## config.mk

```make
export PLATFORM = sky130hd
export DESIGN_NAME = decimal_line_encoder
export DESIGN_NICKNAME = d
export VERILOG_FILES = /design/src/rtl/decimal_line_encoder.sv
export SDC_FILE = /design/constraint.sdc
export NUM_CORES = 1
export LEC_CHECK = 0
export ABC_CLOCK_PERIOD_IN_PS = 3000
export CAP_MARGIN = 20
export CORE_MARGIN = 2
export CORE_UTILIZATION = 50
export DETAILED_ROUTE_END_ITERATION = 8
export HOLD_SLACK_MARGIN = 0.12
export PLACE_DENSITY = 0.78
export SYNTH_ARGS = -nofsm -noshare
export SYNTH_HDL_FRONTEND = slang
export SYNTH_SLANG_ARGS = --single-unit
```

## constraint.sdc

```tcl
create_clock -name clk -period 3 [get_ports clk]
set_input_delay 0.6 -clock clk [delete_from_list [all_inputs] [get_ports clk]]
set_output_delay 0.6 -clock clk [all_outputs]
set_load 0.01 [all_outputs]
```

## src/rtl/decimal_line_encoder.sv

```systemverilog
// decimal_line_encoder: ten active-low digit lines to a BCD code with valid/ready handshake.
// Lines are synchronised, priority-encoded (lowest index wins) and held until consumed;
// a release is required before the next capture.
// Build option: define DECIMAL_LINE_ENCODER_DEBOUNCE_EN to debounce press and release over
// DEBOUNCE_CYCLES stable cycles. Without it, capture and release act on the first cycle.
// code[3:0] drives the M161 weighted inputs U1 (8), V2 (4), U2 (2), V1 (1).

module decimal_line_encoder #(
    parameter int unsigned DEBOUNCE_CYCLES = 16
) (
    input  logic       clk,
    input  logic       rst,
    input  logic [9:0] line_n,
    input  logic       enable,
    output logic [3:0] code,
    output logic       valid,
    input  logic       ready,
    output logic       multi,
    output logic       overrun
);

    if (DEBOUNCE_CYCLES < 1) begin : g_bad_debounce
        $error("DEBOUNCE_CYCLES must be at least 1");
    end

`ifdef DECIMAL_LINE_ENCODER_DEBOUNCE_EN
    localparam int unsigned CntW = $clog2(DEBOUNCE_CYCLES + 1);
    localparam logic [CntW-1:0] CntMax = CntW'(DEBOUNCE_CYCLES - 1);

    typedef enum logic [1:0] {
        StIdle,
        StDebounce,
        StWaitRel
    } state_e;

    logic [CntW-1:0] cnt;
    logic [9:0]      cand;
`else
    typedef enum logic [0:0] {
        StIdle,
        StWaitRel
    } state_e;
`endif

    state_e     state;
    logic [9:0] sync1;
    logic [9:0] sync2;
    logic [9:0] act;
    logic       capture;
    logic [9:0] cap_vec;

    // Lowest set index of a line vector; zero when no line is set.
    function automatic logic [3:0] lowest_index(input logic [9:0] v);
        logic [3:0] idx;
        idx = 4'd0;
        for (int i = 9; i >= 0; i--) begin
            if (v[i]) begin
                idx = 4'(i);
            end
        end
        return idx;
    endfunction

    // True when more than one bit is set (clearing the lowest set bit leaves something).
    function automatic logic more_than_one(input logic [9:0] v);
        return (v & (v - 10'd1)) != 10'd0;
    endfunction

    // Two-flop synchroniser for the asynchronous lines; released lines read as all ones.
    always_ff @(posedge clk) begin
        if (rst) begin
            sync1 <= 10'h3FF;
            sync2 <= 10'h3FF;
        end else begin
            sync1 <= line_n;
            sync2 <= sync1;
        end
    end

    // Active lines and the capture decision for this cycle.
    always_comb begin
        act     = ~sync2 & {10{enable}};
        capture = 1'b0;
        cap_vec = 10'd0;
`ifdef DECIMAL_LINE_ENCODER_DEBOUNCE_EN
        if (state == StDebounce && act != 10'd0 && act == cand && cnt == CntMax) begin
            capture = 1'b1;
        end
        cap_vec = cand;
`else
        if (state == StIdle && act != 10'd0) begin
            capture = 1'b1;
        end
        cap_vec = act;
`endif
    end

`ifdef DECIMAL_LINE_ENCODER_DEBOUNCE_EN
    // Press/release debounce: a pattern must hold for DEBOUNCE_CYCLES to capture, and the
    // lines must read idle for DEBOUNCE_CYCLES before a new press is considered.
    always_ff @(posedge clk) begin
        if (rst) begin
            state <= StIdle;
            cnt   <= '0;
            cand  <= 10'd0;
        end else begin
            case (state)
                StIdle: begin
                    if (act != 10'd0) begin
                        cand  <= act;
                        cnt   <= '0;
                        state <= StDebounce;
                    end
                end
                StDebounce: begin
                    if (act == 10'd0) begin
                        state <= StIdle;
                    end else if (act != cand) begin
                        cand <= act;
                        cnt  <= '0;
                    end else if (cnt == CntMax) begin
                        // Release count starts fresh so a full quiet window is needed.
                        cnt   <= '0;
                        state <= StWaitRel;
                    end else begin
                        cnt <= cnt + CntW'(1);
                    end
                end
                StWaitRel: begin
                    if (act != 10'd0) begin
                        cnt <= '0;
                    end else if (cnt == CntMax) begin
                        cnt   <= '0;
                        state <= StIdle;
                    end else begin
                        cnt <= cnt + CntW'(1);
                    end
                end
                default: begin
                    state <= StIdle;
                    cnt   <= '0;
                end
            endcase
        end
    end
`else
    // Capture on the first active cycle, then wait for one idle cycle before re-arming.
    always_ff @(posedge clk) begin
        if (rst) begin
            state <= StIdle;
        end else begin
            case (state)
                StIdle: begin
                    if (act != 10'd0) begin
                        state <= StWaitRel;
                    end
                end
                StWaitRel: begin
                    if (act == 10'd0) begin
                        state <= StIdle;
                    end
                end
                default: begin
                    state <= StIdle;
                end
            endcase
        end
    end
`endif

    // Output register: capture loads code/multi, handshake consumes, overrun is sticky.
    always_ff @(posedge clk) begin
        if (rst) begin
            code    <= 4'd0;
            valid   <= 1'b0;
            multi   <= 1'b0;
            overrun <= 1'b0;
        end else if (capture) begin
            code  <= lowest_index(cap_vec);
            multi <= more_than_one(cap_vec);
            valid <= 1'b1;
            // A same-cycle accept consumes the old digit, so only an unaccepted one is lost.
            if (valid && !ready) begin
                overrun <= 1'b1;
            end
        end else if (valid && ready) begin
            valid <= 1'b0;
        end
    end

endmodule

```

Yosys cells after proc, flatten, opt, wreduce, memory -nomap -nowiden
Cells that the tools add are included.
W data, S select, Z words.
- flip-flop bits (word level): 28
- latch bits: 0
- bits in writable memories: 0
- memory bits (read-only): 0
- input port bits: 14
- output and inout bits: 7
- word-level logic and storage cells: 37
- memories: 0
- add/subtract/negate cells: 1
- $mul: 0
- div/mod/pow operators: 0
- order comparisons: 0
- equal/unequal tests: 0
- shift-type cells: 0
- muxes and demuxes: 16
- bitwise logic cells: 4
- reduce and logical (&&, ||, !) cells: 9
- operators by type and width (cell ; number):
    $mux W4 ; 10
    $and A10 B10 Y10 ; 2
    $reduce_bool A10 Y1 ; 2
    $logic_not A10 Y1 ; 1
    $not A10 Y10 ; 1
    $sub A10 B1 Y10 const B ; 1
    $mux W1 ; 5
    $logic_and A1 B1 Y1 ; 3
    $pmux W1 S2 ; 1
    $reduce_and A2 Y1 ; 1
    $reduce_bool A2 Y1 ; 1
    $logic_not A1 Y1 ; 1
    $not A1 Y1 ; 1

Depth between registers and ports, before layout
Gate-level depths: netlist of the first run.
- depth after elaboration: 12
- mapped depth: 5
- mapped depth without buffers: 5

Worst setup path before layout of the first run
OpenSTA, ideal clock, no wires.
- path kind: input -> register
- from: input enable
- to: register multi
- library setup time: 0.088 ns
- arrival: 1.282 ns
- data required time: 2.912 ns
- path slack: 1.630 ns
- cell stages on the path: 4
- buffers on the path: 0
- path through: and2b_2 > nor2b_1 > nor2_1 > a311oi_2
- word-level cells in the longest chain between the ends: 4
- elaborated cells between the ends (all ways): 7
- classes of those cells: add/sub: 1; mux: 1; bitwise: 2; reduce/logical: 3
- ends and longest elaborated chain (item ; line ; source):
    from (decl) ; 14 ; input logic enable,
    $and A10 B10 Y10 * ; 82 ; act = ~sync2 & {10{enable}};
    $sub A10 B1 Y10 / $reduce_bool A10 Y1 (equally long branches) ; 66, 91 ;
    $and A10 B10 Y10 / $logic_and A1 B1 Y1 (equally long branches) ; 66, 91 ;
    $reduce_bool A10 Y1 / $mux W1 (equally long branches) ; 66, 91 ;
    to (signal assigned) ; 180 ; multi <= more_than_one(cap_vec);
    to (decl) ; 18 ; output logic multi,
Every way passes the cells marked *; elsewhere a longest branch is shown, timed or not.
A chain may end at the register's enable or synchronous reset.

Final worst setup path of the first run
- from: register code[1]
- to: output code[1]
- RTL lines (item ; line ; source):
    from (decl) ; 15 ; output logic [3:0] code,
    from (signal assigned) ; 179 ; code <= lowest_index(cap_vec);
No word-level cell between the ends.

==> flow_metrics.tcl, run 1 <==
set metrics [dict create \
    status "finished, final reports clean" \
    dieArea_um2 2430 \
    critical_path_buf_inv_count 1 \
    period_minus_slack_ns 1.82 \
    drc 0 \
    synth_ff_type "dfxtp_1" \
    fin_cells 149 \
    worstPathArrival_ns 1.22 \
    first_pass_iters 3 \
    synthCells 102 \
    cts-resized-gates 0 \
    power.switching_mw 0.141 \
    critPathTopFamily "buffers and inverters" \
    pwr-share-clk_pct 22.8 \
    die_h_um 49.2 \
    power_leakage_nw 0.501 \
    grt_pass1_vias 640 \
    slowest_delay_ns 0.54 \
    p_int_mw 0.487 \
    finalSetupViolCount 0 \
    antenna_found_initial 0 \
    combPwrFrac_pct 13.4 \
    setup_tns_ns 0 \
    vdd_ir_drop_max_mv 0.296 \
    path_cells "clkdlybuf4s50_1" \
    power_density_nw_per_um2 500 \
    core_um2 1940 \
    ctsHoldBuffers 0 \
    dpl_cell_area_um2 1230 \
    cts_buffers 3 \
    period_share_pct 60.8 \
    pin_count 21 \
    worstPathRequired_ns 2.40 \
    cp-start-kind "flop" \
    cts.sink_count 28 \
    utilization_pct 64.8 \
    fmax_mhz 549 \
    p_total_mw 0.628 \
    fp.dieW_um 49.2 \
    ys_ff_latch 28 \
    ys_warn_count 0 \
    worst_pin_slew_ns 0.801 \
    overflow 0 \
    syn_to_final_growth_pct 22.9 \
    syn-num-nets 116 \
    crit_type "reg -> out" \
    synthTopCellsByArea "dfxtp_1, or2_2, nand2_1, nand4_1, a31oi_1" \
    seq_power_share_pct 63.7 \
    drive_gt1_share_pct 25.4 \
    synth.distinct_cells 31 \
    cts_max_path_buffers 2 \
    yosys-top-cells-count "dfxtp_1, or2_2, nand2_1" \
    routed_wl_um 1510 \
    ant_nets 0 \
    grt_pass1_wl_um 2570 \
    syn-cell-area_um2 1020 \
    cts_setup_buffers 0 \
    place.gp.congestion 0.853 \
    slowest_stage "clkdlybuf4s50_1" \
    skew_ns 0.000938 \
    cts_tree "built" \
    io_buffers 20 \
    async_flop_share_pct 0 \
    synth_top_area_share_pct 54.8 \
    viasPerCell 4.85 \
    antennaDiodeCount 0 \
    root_buffer "clkbuf_4" \
    wire_per_inst_um 10.1 \
    yosysTopAreaCell "dfxtp_1" \
    final-hold-violation-count 0 \
    start_util_pct 52.7 \
    grt_max_degree 30 \
    p_sw_share_pct 22.5 \
    htree_levels 1 \
    clk-insertion-delay-late_ns 0.32 \
    final_area_um2 1260 \
    grt_usage_pct 14.2 \
    yosysMostFrequentCell "dfxtp_1" \
    report.final.slew_viol_count 0 \
    clk_pin_slew_ns 0.13 \
    path_max_fanout 2 \
    placed_cells 146 \
    fp-row-count 16 \
    cp-end-kind "output port" \
    hold_path.class "reg -> reg" \
    cap_violations 0 \
    dr_total_vias 723 \
    yosysSeqAreaShare_pct 54.8 \
    drt_iter0_markers 5 \
    synth_edf_count 0 \
    syn_avg_cell_area_um2 10.0 \
    rsz0062_at_grt "no" \
    relSlewSlack_pct 46.4 \
    final_nets 138 \
    dp_hpwl_um 1090 \
]
-- final cells by class --
class                   instances  area, µm²
multi-input cells              68        429
fillers                       160        684
repair buffers                 20        200
well taps                      27       33.8
inverters                       3       11.3
flip-flops and latches         28        561
clock buffers                   3       22.5
-- registers in the layout, summed over array words and instances (netlist names) --
signal,count
sync2,10
code,4
sync1,10
multi,1
valid,1
state,1
overrun,1
-- cells in the final DEF, fill, tap and decap left out, types with 2 or more instances in the layout --
master,synthesis,layout
a21oi_1,3,3
dfxtp_1,28,28
clkdlybuf4s50_1,0,20
nand2_1,7,7
nand3_1,3,3
clkbuf_4,0,3
or2_2,20,20
o21ai_0,3,3
o21ai_1,2,2
a31oi_1,3,3
nor2b_1,2,2
nand4_1,4,4
a21oi_2,2,2
inv_1,3,3
nor2_1,4,4
-- power groups by stage --
stage                     Sequential (mW)  Combinational [mW]  Clock (mW)
after floorplan                     0.410              0.0508           0
after global placement              0.408              0.0831           0
after detailed placement            0.409              0.0848           0
after CTS                           0.401              0.0853       0.150
after global routing                0.404              0.0930       0.166
final                               0.401              0.0842       0.144
-- path summary, 6_finish.rpt --
check / slack (ns) / cells after the start / from / endpoint
worst max-delay path: 1.18 / 1 / code[1] / code[1]
worst min-delay path: 0.42 / 1 / sync1[0] / sync2[0]
worst max register to register: 1.64 / 5 / sync2[2] / overrun
worst min register to register: 0.42 / 1 / sync1[0] / sync2[0]
-- through the flow --
step / hold WS, ns / setup WS [ns]
global route: 0.441 / 1.12
CTS: 0.423 / 1.16
global placement: 0.390 / 0.964
floorplan: 0.389 / 1.63
finish: 0.422 / 1.18
detailed placement: 0.392 / 0.937
-- routing by layer --
metal	part of all wire (%)	global-route usage, %
met1	43	14.7
met2	50	24.8
met3	4.0	3.68
met4	3.0	10.0
met5	0	0
-- logic make-up (layout without fill, tap and decap cells) --
| kind of cell | count (synthesis) | after routing | share of synthesized area, % |
|---|---|---|---|
| and+or+nand+nor | 49 | 49 | 28.4 |
| AOI/OAI and AO/OA | 17 | 17 | 11.5 |
| adders and majority gates | 2 | 2 | 2.08 |
| DFF | 28 | 28 | 54.8 |
| buffers and inverters | 6 | 26 | 3.30 |
Note: power is estimated with default switching activity, not from simulation.
==> run 2: changes to the inputs <==
Settings changed: ABC_CLOCK_PERIOD_IN_PS 3000 to 1730, CORE_UTILIZATION 50 to 48, PLACE_DENSITY 0.78 to 0.76.
Clock period 3 ns to 1.73 ns, I/O delays scaled along.
==> flow_metrics.tcl, run 2 (synthesized netlist as in run 1, its figures left out) <==
set metrics [dict create \
    path_max_fanout 2 \
    overflow 0 \
    pin_count 21 \
    hold_start "sync1[8]" \
    slowest_delay_ns 0.54 \
    cp-end-kind "output port" \
    core_um2 1980 \
    drc 0 \
    htree_levels 1 \
    worst_pin_slew_ns 0.252 \
    first_pass_iters 4 \
    fp-row-count 16 \
    critical_path_buf_inv_count 1 \
    final_cell_mix "dfxtp_1, or2_2, clkdlybuf4s50_1" \
    report.final.slew_viol_count 0 \
    antennaDiodeCount 0 \
    final_common_cell "dfxtp_1" \
    slowest_stage "clkdlybuf4s50_1" \
    power_leakage_nw 0.522 \
    status "finished, final reports clean" \
    top_regs "sync1 (10), sync2 (10), code (4)" \
    ant_nets 0 \
    utilization_pct 65.3 \
    worstPathRequired_ns 1.38 \
    cap_violations 0 \
    die_h_um 50.2 \
    fmax_mhz 637 \
    r2r-start "sync2[2]" \
    placed_cells 149 \
    cts_max_path_buffers 2 \
    wire_per_inst_um 9.94 \
    worstPathArrival_ns 1.22 \
    viasPerCell 4.92 \
    fp.dieW_um 50.2 \
    ctsHoldBuffers 0 \
    cts_setup_buffers 0 \
    cts_tree "built" \
    drive_gt1_share_pct 27.8 \
    grt_pass1_vias 680 \
    setup_ws_ns 0.161 \
    dpl_worst_slack_ns 0.0311 \
    critPathTopFamily "buffers and inverters" \
    relSlewSlack_pct 83.0 \
    hold_path.class "reg -> reg" \
    power_density_nw_per_um2 881 \
    root_buffer "clkbuf_4" \
    clk-insertion-delay-late_ns 0.31 \
    finalSetupViolCount 0 \
    cts-resized-gates 0 \
    grt_max_degree 26 \
    final_nets 141 \
    io_buffers 20 \
    cp-start-kind "flop" \
    fillers 144 \
    fin_cells 153 \
    dp_hpwl_um 1160 \
    rsz0062_at_grt "no" \
    crit_start "code[0]" \
    grt_pass1_wl_um 2690 \
    vdd_ir_drop_max_mv 0.588 \
    skew_ns 0.00848 \
    start_util_pct 51.6 \
    final-hold-violation-count 0 \
    cts_buffers 3 \
    routed_wl_um 1520 \
    dieArea_um2 2520 \
    drt_iter0_markers 9 \
    setup_tns_ns 0 \
    path_cells "clkdlybuf4s50_1" \
    clk_pin_slew_ns 0.13 \
    dr_total_vias 752 \
    antenna_found_initial 0 \
    syn_to_final_growth_pct 26.4 \
    grt_usage_pct 14.0 \
    period_minus_slack_ns 1.57 \
    cts.sink_count 28 \
    place.gp.congestion 0.826 \
    period_share_pct 90.7 \
    crit_type "reg -> out" \
]
[run 2: cell count changes in the layout (fill, tap and decap cells not counted)]
cell      delta
buf_4        +3
clkbuf_8     +1
[run 2: path summary, 6_finish.rpt]
path                                 end  slack (ns)  cells after the start
worst max-delay path             code[0]        0.16                      1
worst min-delay path            sync2[8]        0.42                      1
worst max register to register   overrun        0.38                      5
worst min register to register  sync2[8]        0.42                      1
[run 2: where the power goes]
group | total (mW) | leakage [nW] | switching (mW) | internal, mW
Sequential | 0.696 | 0.231 | 0.0186 | 0.677
Combinational | 0.152 | 0.270 | 0.0616 | 0.0903
Clock | 0.292 | 0.0210 | 0.164 | 0.128
[run 2: stage by stage]
stage | power (mW) | hold slack [ns] | instance area, µm²
after floorplan | 0.798 | 0.389 | 1020
after detailed placement | 0.863 | 0.395 | 1260
after CTS | 1.16 | 0.428 | 1290
after global routing | 1.21 | 0.443 | 1290
final | 1.14 | 0.423 | 1290
after global placement | 0.857 | 0.391 | 1260
[run 2: area by class of cell]
class	count	area, µm²	share of cell area [%]
sequential	28	561	43.3
multi-input combinational	68	429	33.2
timing repair buffer	23	223	17.2
clock buffer	4	36.3	2.80
tap	27	33.8	2.61
inverter	3	11.3	0.870
[run 2: routing by layer]
metal  vias to the layer above  share of wire [%]  track usage, %
met5                         -                  0               0
met4                         0               0.92            6.94
met3                         2                3.6            3.57
met2                        14                 52            26.1
met1                       347                 44            14.1
li1                        389                  -               -
==> run 3: changes to the inputs <==
Settings changed: CORE_MARGIN 2 to 4.
==> flow_metrics.tcl, run 3 (synthesized netlist as in run 1, its figures left out) <==
set metrics [dict create \
    r2r-start "sync2[2]" \
    cts.sink_count 28 \
    crit_type "reg -> out" \
    overflow 0 \
    start_util_pct 51.1 \
    worstPathArrival_ns 1.24 \
    clk-insertion-delay-late_ns 0.32 \
    grt-busiest-layer "met2" \
    dr_total_vias 758 \
    power.switching_mw 0.261 \
    syn_to_final_growth_pct 26.9 \
    relSlewSlack_pct 82.4 \
    dieArea_um2 2930 \
    root_buffer "clkbuf_4" \
    finalSetupViolCount 0 \
    placed_cells 148 \
    path_cells "clkdlybuf4s50_1" \
    utilization_pct 64.9 \
    cp-start-kind "flop" \
    status "finished, final reports clean" \
    slowest_stage "clkdlybuf4s50_1" \
    clk_pin_slew_ns 0.14 \
    hold_start "sync1[8]" \
    rsz0062_at_grt "no" \
    r2r_setup_slack_ns 0.38 \
    fin_cells 152 \
    cts_buffers 3 \
    cap_violations 0 \
    setup_tns_ns 0 \
    final-hold-violation-count 0 \
    slowest_delay_ns 0.54 \
    die_h_um 54.2 \
    antennaDiodeCount 0 \
    viasPerCell 4.99 \
    routed_wl_um 1620 \
    use_met3_pct 2.49 \
    fp-row-count 16 \
    ctsHoldBuffers 0 \
    cts_tree "built" \
    regArea_um2 561 \
    grt_max_degree 30 \
    fillers 163 \
    grt_pass1_vias 661 \
    first_pass_iters 4 \
    wire_per_inst_um 10.7 \
    htree_levels 1 \
    ant_nets 0 \
    grt_usage_pct 12.8 \
    drc 0 \
    report.final.slew_viol_count 0 \
    p_int_mw 0.898 \
    pwr-share-clk_pct 26.7 \
    p_sw_share_pct 22.5 \
    period_minus_slack_ns 1.59 \
    io_buffers 20 \
    combPwrFrac_pct 13.3 \
    hold_path.class "reg -> reg" \
    final_cell_mix "dfxtp_1, or2_2, clkdlybuf4s50_1" \
    core_um2 2000 \
    grt_pass1_wl_um 2680 \
    critical_path_buf_inv_count 1 \
    met1_usage_pct 13.9 \
    seq_power_share_pct 60.0 \
    multiInputGateArea_um2 429 \
    final_nets 140 \
    drt_iter0_markers 16 \
    vdd_ir_drop_max_mv 0.568 \
    p_total_mw 1.16 \
    top_regs "sync1 (10), sync2 (10), code (4)" \
    power_density_nw_per_um2 892 \
    fp.dieW_um 54.2 \
    path_max_fanout 2 \
    cp-end-kind "output port" \
    final_common_cell "dfxtp_1" \
    dp_hpwl_um 1210 \
    power_leakage_nw 0.522 \
    critPathTopFamily "buffers and inverters" \
    drive_gt1_share_pct 27.2 \
    use_met2_pct 22.7 \
    fmax_mhz 630 \
    worstPathRequired_ns 1.38 \
    pin_count 21 \
    cts_setup_buffers 0 \
    timing.hold.ws_ns 0.425 \
    cts-resized-gates 0 \
    worst_pin_slew_ns 0.260 \
    cts_max_path_buffers 2 \
    place.gp.congestion 0.888 \
    crit_start "code[1]" \
    skew_ns 0.00135 \
    antenna_found_initial 0 \
    period_share_pct 91.7 \
]
## run 3: worst paths after layout
kind | to | depth (start not counted)
hold / removal | sync2[8] | 1
hold reg to reg | sync2[8] | 1
setup / recovery | code[1] | 1
setup reg to reg | overrun | 5
## run 3: layer usage
layer / vias to the layer above / share of wire [%]
met2: 26 / 50
li1: 390 / -
met3: 4 / 6.6
met4: 0 / 2.2
met5: - / 0
met1: 338 / 42
## run 3: final cells by class
type	count	area share, %
multi-input cells	68	33.0
flip-flops and latches	28	43.2
repair buffers	22	17.5
clock buffers	4	2.79
inverters	3	0.867
well taps	27	2.60
## run 3: power groups by stage
stage	sequential, mW	combinational [mW]	clock [mW]
2_1_floorplan	0.710	0.0880	0
5_1_grt	0.700	0.171	0.341
3_3_place_gp	0.708	0.151	0
3_5_place_dp	0.710	0.156	0
6_report	0.696	0.154	0.309
4_1_cts	0.696	0.156	0.317
## run 3: worst reg2reg max path, stage by stage (launching register included)
cell,delay [ns]
dfxtp_1,0.45
nand4_1,0.18
nor3_2,0.26
nand2b_4,0.21
o21ba_1,0.13
nor2_1,0.04
## run 3: stage by stage
step / area (µm²) / setup WS (ns)
2_1_floorplan: 1020 / 0.530
3_3_place_gp: 1260 / 0.0906
3_5_place_dp: 1260 / -0.00377
4_1_cts: 1300 / 0.132
5_1_grt: 1300 / 0.0970
6_report: 1300 / 0.143
